[src/rtl/wb_mem_ctrl.sv]
// -----------------------------------------------------------------------------
// wb_mem_ctrl
// Wishbone classic slave that bridges single and wrapping-burst transfers onto
// a simple request/acknowledge 16-bit memory port.
//
// Parameters
//   MEM_AW  memory word-address width (depth 2^MEM_AW words, MEM_AW >= 3)
//   ADDR_W  Wishbone word-address width (ADDR_W > MEM_AW)
//
// Ports
//   i_clk, i_rst              clock, synchronous active-high reset
//   wb_cyc/stb/we/adr/i_dat/sel  bus master request
//   wb_4_burst, wb_8_burst    burst-length hints, sampled on acceptance
//   wb_o_dat/ack/err/rty      bus response (wb_rty tied low)
//   mem_req/we/addr/o_data/sel   memory request, held until mem_ack
//   mem_i_data, mem_ack       memory read data and one-cycle completion
//
// Optional feature
//   WB_MEM_BOUNDS_CHECK_EN    when defined, an address with any bit set above
//                             MEM_AW is rejected with wb_err and never reaches
//                             memory; when undefined those bits are ignored.
// -----------------------------------------------------------------------------
module wb_mem_ctrl #(
  parameter int MEM_AW = 16,
  parameter int ADDR_W = 24
) (
  input  logic              i_clk,
  input  logic              i_rst,
  input  logic              wb_cyc,
  input  logic              wb_stb,
  input  logic              wb_we,
  input  logic [ADDR_W-1:0] wb_adr,
  input  logic [15:0]       wb_i_dat,
  input  logic [1:0]        wb_sel,
  input  logic              wb_4_burst,
  input  logic              wb_8_burst,
  output logic [15:0]       wb_o_dat,
  output logic              wb_ack,
  output logic              wb_err,
  output logic              wb_rty,
  output logic              mem_req,
  output logic              mem_we,
  output logic [MEM_AW-1:0] mem_addr,
  output logic [15:0]       mem_o_data,
  output logic [1:0]        mem_sel,
  input  logic [15:0]       mem_i_data,
  input  logic              mem_ack
);

  typedef enum logic [1:0] {IDLE = 2'd0, REQ = 2'd1, RESP = 2'd2, DRAIN = 2'd3} state_t;

  state_t            state_q, state_d;
  logic [MEM_AW-1:0] adr_q, adr_d;       // burst start address
  logic [2:0]        mask_q, mask_d;     // N-1: 0, 3 or 7
  logic [2:0]        beat_q, beat_d;     // index of the beat in flight
  logic              gap_q, gap_d;       // set for the first cycle back in IDLE
  logic              wb_ack_q, wb_ack_d;
  logic              wb_err_q, wb_err_d;
  logic [15:0]       wb_o_dat_q, wb_o_dat_d;
  logic              mem_req_q, mem_req_d;
  logic              mem_we_q, mem_we_d;
  logic [MEM_AW-1:0] mem_addr_q, mem_addr_d;
  logic [15:0]       mem_o_data_q, mem_o_data_d;
  logic [1:0]        mem_sel_q, mem_sel_d;

  logic [2:0]        n_mask;
  logic [2:0]        beat_nx;
  logic              oob;

  // Wrap within the aligned N-word block: only the low log2(N) bits advance.
  function automatic logic [MEM_AW-1:0] beat_addr(input logic [MEM_AW-1:0] base,
                                                  input logic [2:0]        mask,
                                                  input logic [2:0]        k);
    logic [2:0]        lo;
    logic [MEM_AW-1:0] a;
    lo     = base[2:0] + k;
    a      = base;
    a[2:0] = (base[2:0] & ~mask) | (lo & mask);
    return a;
  endfunction

  // A wrapping burst never changes bits above bit 2, so the upper-address
  // check only needs to be made once, at acceptance.
`ifdef WB_MEM_BOUNDS_CHECK_EN
  assign oob = |wb_adr[ADDR_W-1:MEM_AW];
`else
  assign oob = 1'b0;
  logic unused_adr_hi;
  assign unused_adr_hi = ^wb_adr[ADDR_W-1:MEM_AW];
`endif

  always_comb begin
    state_d      = state_q;
    adr_d        = adr_q;
    mask_d       = mask_q;
    beat_d       = beat_q;
    gap_d        = 1'b0;
    wb_ack_d     = 1'b0;
    wb_err_d     = 1'b0;
    wb_o_dat_d   = wb_o_dat_q;
    mem_req_d    = mem_req_q;
    mem_we_d     = mem_we_q;
    mem_addr_d   = mem_addr_q;
    mem_o_data_d = mem_o_data_q;
    mem_sel_d    = mem_sel_q;
    n_mask       = wb_8_burst ? 3'd7 : (wb_4_burst ? 3'd3 : 3'd0);
    beat_nx      = beat_q + 3'd1;

    case (state_q)
      IDLE: begin
        if (!gap_q && wb_cyc && wb_stb) begin
          if ((wb_we && n_mask != 3'd0) || oob) begin
            // Burst writes and out-of-range addresses never touch memory.
            wb_err_d = 1'b1;
            gap_d    = 1'b1;
          end else begin
            adr_d        = wb_adr[MEM_AW-1:0];
            mask_d       = n_mask;
            beat_d       = 3'd0;
            mem_req_d    = 1'b1;
            mem_we_d     = wb_we;
            mem_addr_d   = wb_adr[MEM_AW-1:0];
            mem_o_data_d = wb_i_dat;
            mem_sel_d    = wb_sel;
            state_d      = REQ;
          end
        end
      end

      REQ: begin
        if (!wb_cyc) begin
          // Master gave up; finish the memory handshake silently.
          if (mem_ack) begin
            mem_req_d = 1'b0;
            mem_we_d  = 1'b0;
            gap_d     = 1'b1;
            state_d   = IDLE;
          end else begin
            state_d = DRAIN;
          end
        end else if (mem_ack) begin
          wb_o_dat_d = mem_i_data;
          wb_ack_d   = 1'b1;
          state_d    = RESP;
          if (beat_q != mask_q) begin
            // Next beat's request goes out alongside this beat's ack.
            beat_d     = beat_nx;
            mem_addr_d = beat_addr(adr_q, mask_q, beat_nx);
          end else begin
            mem_req_d = 1'b0;
            mem_we_d  = 1'b0;
          end
        end
      end

      RESP: begin
        if (!wb_cyc || !mem_req_q) begin
          mem_req_d = 1'b0;
          mem_we_d  = 1'b0;
          gap_d     = 1'b1;
          state_d   = IDLE;
        end else begin
          state_d = REQ;
        end
      end

      DRAIN: begin
        if (mem_ack) begin
          mem_req_d = 1'b0;
          mem_we_d  = 1'b0;
          gap_d     = 1'b1;
          state_d   = IDLE;
        end
      end

      default: state_d = IDLE;
    endcase
  end

  always_ff @(posedge i_clk) begin
    if (i_rst) begin
      state_q      <= IDLE;
      adr_q        <= '0;
      mask_q       <= '0;
      beat_q       <= '0;
      gap_q        <= 1'b0;
      wb_ack_q     <= 1'b0;
      wb_err_q     <= 1'b0;
      wb_o_dat_q   <= '0;
      mem_req_q    <= 1'b0;
      mem_we_q     <= 1'b0;
      mem_addr_q   <= '0;
      mem_o_data_q <= '0;
      mem_sel_q    <= '0;
    end else begin
      state_q      <= state_d;
      adr_q        <= adr_d;
      mask_q       <= mask_d;
      beat_q       <= beat_d;
      gap_q        <= gap_d;
      wb_ack_q     <= wb_ack_d;
      wb_err_q     <= wb_err_d;
      wb_o_dat_q   <= wb_o_dat_d;
      mem_req_q    <= mem_req_d;
      mem_we_q     <= mem_we_d;
      mem_addr_q   <= mem_addr_d;
      mem_o_data_q <= mem_o_data_d;
      mem_sel_q    <= mem_sel_d;
    end
  end

  // If the master drops wb_cyc in RESP, the ack and the already-issued next
  // request are withdrawn in that same cycle so neither side sees them.
  logic resp_abort;
  assign resp_abort = (state_q == RESP) && !wb_cyc;

  assign wb_ack     = wb_ack_q && !resp_abort;
  assign wb_err     = wb_err_q;
  assign wb_rty     = 1'b0;
  assign wb_o_dat   = wb_o_dat_q;
  assign mem_req    = mem_req_q && !resp_abort;
  assign mem_we     = mem_we_q;
  assign mem_addr   = mem_addr_q;
  assign mem_o_data = mem_o_data_q;
  assign mem_sel    = mem_sel_q;

endmodule

[config.mk]
export PLATFORM = sky130hd
export DESIGN_NAME = wb_mem_ctrl
export DESIGN_NICKNAME = d
export VERILOG_FILES = /design/src/rtl/wb_mem_ctrl.sv
export SDC_FILE = /design/constraint.sdc
export NUM_CORES = 1
export LEC_CHECK = 0
export ABC_AREA = 1
export CAP_MARGIN = 20
export CORE_ASPECT_RATIO = 0.5
export CORE_MARGIN = 4
export CORE_UTILIZATION = 45
export DETAILED_ROUTE_END_ITERATION = 16
export PLACE_DENSITY = 0.83
export SYNTH_ARGS = -nofsm -noshare
export SYNTH_HDL_FRONTEND = slang
export SYNTH_SLANG_ARGS = --single-unit
[constraint.sdc]
create_clock -name i_clk -period 3.4 [get_ports i_clk]
set_input_delay 0.51 -clock i_clk [delete_from_list [all_inputs] [get_ports i_clk]]
set_output_delay 0.51 -clock i_clk [all_outputs]
set_load 0.01 [all_outputs]
; ---- After elaboration in Yosys (flattened, before gate mapping)
; Cells that the tools add are included.
[op_classes]
n_bitwise = 8
reduce_logical = 21
n_eq_ne = 13
addsub = 2
mux = 41
[op_table]
columns = op, n
row1 = 16-bit two-way mux, 5
row2 = 16-bit case mux with 2 select lines, 1
row3 = 3-bit two-way mux, 6
row4 = 1-bit two-way mux, 17
row5 = 2-bit two-way mux, 7
row6 = "2-bit inequality test, second input constant", 7
row7 = 1-bit case mux with 4 select lines, 3
row8 = 2-bit case mux with 4 select lines, 1
row9 = 3-bit AND, 2
row10 = 1-bit logical AND, 6
row11 = "3-bit inequality test, second input constant", 2
row12 = 3-bit case mux with 2 select lines, 1
row13 = 3-bit AND reduction, 2
row14 = 6-bit AND reduction, 1
row15 = 5-bit AND reduction, 1
row16 = "2-bit equality test, second input constant", 2
row17 = 1-bit zero test, 4
row18 = 1-bit inverter, 4
row19 = 4-bit AND reduction, 1
row20 = "3-bit by 1-bit adder with 3-bit output, second input constant", 1
row21 = 3-bit adder, 1
row22 = 3-bit inequality test, 1
row23 = 3-bit inverter, 1
row24 = 3-bit bitwise OR, 1
row25 = other kinds (7), 7
[word_totals]
input_bits = 66
regBits = 79
word_cells = 98
out_inout_bits = 55

; ---- Depth between registers and ports, before layout
[depth]
word_depth = 8
mapped_depth = 11
depth_no_buf = 11

; ---- Worst setup path before layout
; Ideal clock, no wire load.
[synth_timing]
path_type = register -> register
startpoint = register beat_q[0]
endpoint = register mem_addr_q[2], in the netlist mem_addr[2]
required_time_ns = 3.330
arrival_time_ns = 1.525
setup_ns = 0.070
slack_ns = 1.805
n_path_buf = 0
period_less_slack_ns = 1.595
path_stages_with_launch = 9
cell_sequence = dfxtp_1 -> ha_1 -> fa_1 -> nand3b_1 -> nand3_1 -> nand2_1 -> nand3_1 -> nand2_1 -> a21oi_1
[synth_via]
elab_chain_cells = 8
word_cells_on_any_way = 11
classes_between = add/sub: 2 / eq/ne: 2 / mux: 4 / bitwise: 2 / reduce/logical: 1
[synth_lines]
columns = element, line
row1 = start: declaration, 55  ; logic [2:0] beat_q, beat_d;
row2 = start signal: assignment, 199  ; beat_q <= beat_d;
row3 = 3-bit by 1-bit adder with 3-bit output, 107  ; beat_nx = beat_q + 3'd1;
row4 = 3-bit adder, 76  ; lo = base[2:0] + k;
row5 = 3-bit AND, 78  ; a[2:0] = (base[2:0] & ~mask) | (lo & mask);
row6 = 3-bit bitwise OR, 78
row7 = 16-bit two-way mux, 145  ; if (beat_q != mask_q) begin
row8 = 16-bit two-way mux, 141  ; end else if (mem_ack) begin
row9 = 16-bit two-way mux, 131  ; if (!wb_cyc) begin
row10 = 16-bit case mux with 2 select lines, 109  ; case (state_q)
row11 = end signal: assignment, 206  ; mem_addr_q <= mem_addr_d;
row12 = end: declaration, 62  ; logic [MEM_AW-1:0] mem_addr_q, mem_addr_d;
; Several ways; a longest one is shown, not always the timed one. The select of a mux whose other input is x is not followed.
; A chain may end at the register's enable or synchronous reset.

; ---- Final worst setup path
[layout_timing]
startpoint = input wb_cyc
endpoint = output mem_req
[layout_via]
elab_chain_cells = 4
[layout_lines]
columns = element, line
row1 = start: declaration, 29  ; input logic wb_cyc,
row2 = 1-bit zero test, 215  ; assign resp_abort = (state_q == RESP) && !wb_cyc;
row3 = 1-bit logical AND, 215
row4 = 1-bit zero test, 221  ; assign mem_req = mem_req_q && !resp_abort;
row5 = 1-bit logical AND, 221
row6 = end: declaration, 41  ; output logic mem_req,
; Every way passes these cells.

==> impl_metrics.csv <==
group,metric,value,unit
run_status,run_status,"complete, no violations",
synth,synth.avg_cell_area,7.50,um2
cts,clk_pin_slew,0.06,ns
setup_path,ff2ff_setup_slack,1.49,ns
setup_path,required,2.89,ns
power,total_power,2.81,mW
grt,grtUsageMet2,0.323,
floorplan,die_h,68.4,um
setup_path,crit-reg2reg-capture,"beat_q[1]$_SDFFE_PP0P_",
timing,worst_clock_skew,0.00566,ns
job,maxCapViolCount,0,
finish,n_antenna_cell,0,
timing,timing.final.max_slew_violations,0,
timing,whs,0.441,ns
power,power_per_cell_area,594,nW/um2
timing,finalHoldViolations,0,
grt,overflow,0,
cts,cts_tree,"built",
setup_path,slowest_delay,0.53,ns
detailed_routing,ant_nets,0,
worst_hold_path,hold_path.startpoint,"mem_o_data[5]$_SDFFE_PP0P_",
timing,worst_slew_pin_slew,0.644,ns
detailed_routing,routedWlPerCell,12.5,um
setup_path,timing.critical_path.cells,"clkdlybuf4s50_1, inv_1, nand2_1, nand2_1, inv_1, clkdlybuf4s50_1",
grt,grt_first_pass_wirelength,13.1,mm
timing,finalSetupTns,0,ns
floorplan,area_enclosed_by_the_die_boundary,8820,um2
timing,finalSetupViolations,0,
setup_path,slowest_stage,"sky130_fd_sc_hd__clkdlybuf4s50_1",
finish,finalNonFillerCells,636,
synth,yosysMostFrequentCell,"sky130_fd_sc_hd__dfxtp_1",
detailed_routing,vias,3080,
floorplan,die_w,129,um
synth,synth_enable_flop_cells,0,
detailed_routing,detail_route.wirelength,7.96,mm
timing,rsz0062_at_grt,"false",
placement,place.detailed.instances,620,
power,power.ir.vdd_worst,0.308,mV
setup_path,worstPathMaxFanout,6,
finish,postLayoutCellArea,4730,um2
finish,multi_input_area,1380,um2
setup_path,worstReg2RegStart,"state_q[0]$_SDFFE_PP0P_",
timing,max_slew_margin,0.570,
detailed_routing,dr.first_iter.drc_count,164,
grt,grt_max_degree,53,
worst_hold_path,worstHoldPathType,"reg2reg",
timing,clock.fmax,0.400,GHz
finish,final_net_count,608,
synth,yosys_warnings,0,
floorplan,initial_core_util,0.477,
cts,cts-htree-levels,3,
floorplan,placementRows,21,
synth,syn_inst,438,
setup_path,critPathLaunch,"wb_cyc",
placement,detailed_place_hpwl,5.45,mm
floorplan,num_io_pins,121,
finish,final-seq-area,1560,um2
timing,final.period_utilization,0.735,
finish,layout-drive-gt1-share,0.0643,
synth,synth-seq-area-share,0.475,
cts,cts_hold_repair.buffers,0,
placement,routabilityCongestion,0.888,
power,leakagePower,1.89,nW
synth,synth.cell_area,3290,um2
floorplan,core_region_area,6880,um2
grt,grt_antenna_before_repair,0,
cts,gates_resized_cts_repair,0,
cts,cts.path.max_buffers,2,
setup_path,cp_data_arrival_time,1.99,ns
grt,grt_pass1_vias,2950,
cts,cts.sinks,78,
setup_path,timing_worst_setup_path_type,"in2out",
cts,postCtsSetupBuffers,0,
finish,num-fill-cells,590,
cts,cts-buffers-inserted,9,
cts,cts-root-buf,"sky130_fd_sc_hd__clkbuf_16",
synth,post-synth-top-area-cell,"sky130_fd_sc_hd__dfxtp_1",
setup_path,critPathCaptureType,"primary output",
synth,synthesis.nets,507,
detailed_routing,route.detailed.vias_per_inst,4.84,
timing,final.min_clock_period,2.50,ns
grt,grt_util_all_layers,0.186,
cts,clock_insertion_delay_worst_skew,0.33,ns
detailed_routing,drt_drc_violations_left,0,
finish,syn_to_final_growth,43.8,%
synth,yosys.area.top_type_share,0.475,
synth,synth.area.top_cells,"sky130_fd_sc_hd__dfxtp_1, sky130_fd_sc_hd__o21ai_0, sky130_fd_sc_hd__nor2_1, sky130_fd_sc_hd__a21oi_1, sky130_fd_sc_hd__inv_1",
synth,synth.top_cells.by_count,"sky130_fd_sc_hd__dfxtp_1, sky130_fd_sc_hd__nor2_1, sky130_fd_sc_hd__o21ai_0",
detailed_routing,drtPass1Iterations,6,
synth,yosys_register_bits,78,
synth,synthFlopType,"sky130_fd_sc_hd__dfxtp_1",
setup_path,startpoint_types,"input pin",
grt,use_met1,0.209,
setup_path,cp-endpoint,"mem_req",
placement,cell_area_after_placement,4410,um2
synth,synth_cell_type_count,31,
synth,ys_async_sr_fraction,0,
grt,top_usage_layer,"met2",
grt,use_met3,0.0881,
setup_path,ff2ff_path_depth,8,
placement,placement.io_buffers,111,
## how the worst min path moves through the flow
stage                            endpoint  slack (ns)  cells after the start
2_1_floorplan      adr_q[15]$_SDFFE_PP0P_        0.42                      2
3_3_place_gp   mem_o_data[8]$_SDFFE_PP0P_        0.43                      2
3_5_place_dp   mem_o_data[5]$_SDFFE_PP0P_        0.44                      2
4_1_cts        mem_o_data[5]$_SDFFE_PP0P_        0.44                      2
5_1_grt        mem_o_data[5]$_SDFFE_PP0P_        0.46                      2
6_report       mem_o_data[5]$_SDFFE_PP0P_        0.44                      2
## power breakdown
group | switching (mW) | leakage, nW | internal, mW
clock | 0.346 | 0.162 | 0.645
sequential | 0.0682 | 0.636 | 1.03
combinational | 0.382 | 1.09 | 0.331
## state kept, by name, indices dropped and copies added, names as in the netlist
| name | cells |
|---|---|
| mem_we | 1 |
| gap_q | 1 |
| wb_err | 1 |
| beat_q | 3 |
| mask_q | 2 |
| mem_req_q | 1 |
| adr_q | 16 |
| state_q | 2 |
| wb_o_dat | 16 |
| mem_sel | 2 |
| mem_addr | 16 |
| wb_ack_q | 1 |
| mem_o_data | 16 |
## per-stage QoR
stage                     setup WS (ns)  utilization
final                             0.902        0.687
after detailed placement          0.769        0.640
after global placement            0.819        0.640
after floorplan                    1.81            -
after CTS                         0.903        0.687
after global routing              0.809        0.687
## logic make-up after synthesis
kind of cell / Yosys count / share of synthesized area
xor+xnor: 1 / 0.00267
fa+ha+maj: 3 / 0.0137
simple gates: 142 / 0.189
buf+inv: 76 / 0.105
flops: 78 / 0.475
other cells: 1 / 0.00114
compound gates: 137 / 0.214
## area by class of cell
cell class / instances / share of cell area
Sequential cell: 78 / 0.330
Multi-Input combinational cell: 284 / 0.292
Timing Repair Buffer: 114 / 0.242
Clock buffer: 13 / 0.0593
Inverter: 52 / 0.0429
Tap cell: 92 / 0.0244
Clock inverter: 3 / 0.00847
## placed cells by master, fill, tap and decap left out, drive strengths merged
cell and count:
a22oi 1, clkdlybuf4s50 111, nand2 48, dfxtp 78, nand4 1, a211oi 1
o21ai 92, bufinv 1, ha 2, nand3 8, nor3 4, xnor2 1
buf 3, nor2 79, or2 1, nand3b 1, fa 1, clkinv 3
a21oi 41, o211ai 1, inv 51, o2111ai 1, conb 1, clkbuf 13
## layer usage
layer / share of wire / vias up
li1: - / 1619
met1: 0.43 / 1388
met2: 0.48 / 68
met3: 0.078 / 5
met4: 0.0062 / 0
met5: 0 / -
## worst max-delay path: cells and delay by family
family	cells	cell delay [ns]
AND/OR/NAND/NOR	2	0.20
buffers and inverters	4	1.27
Note: power is estimated with default switching activity, not from simulation.
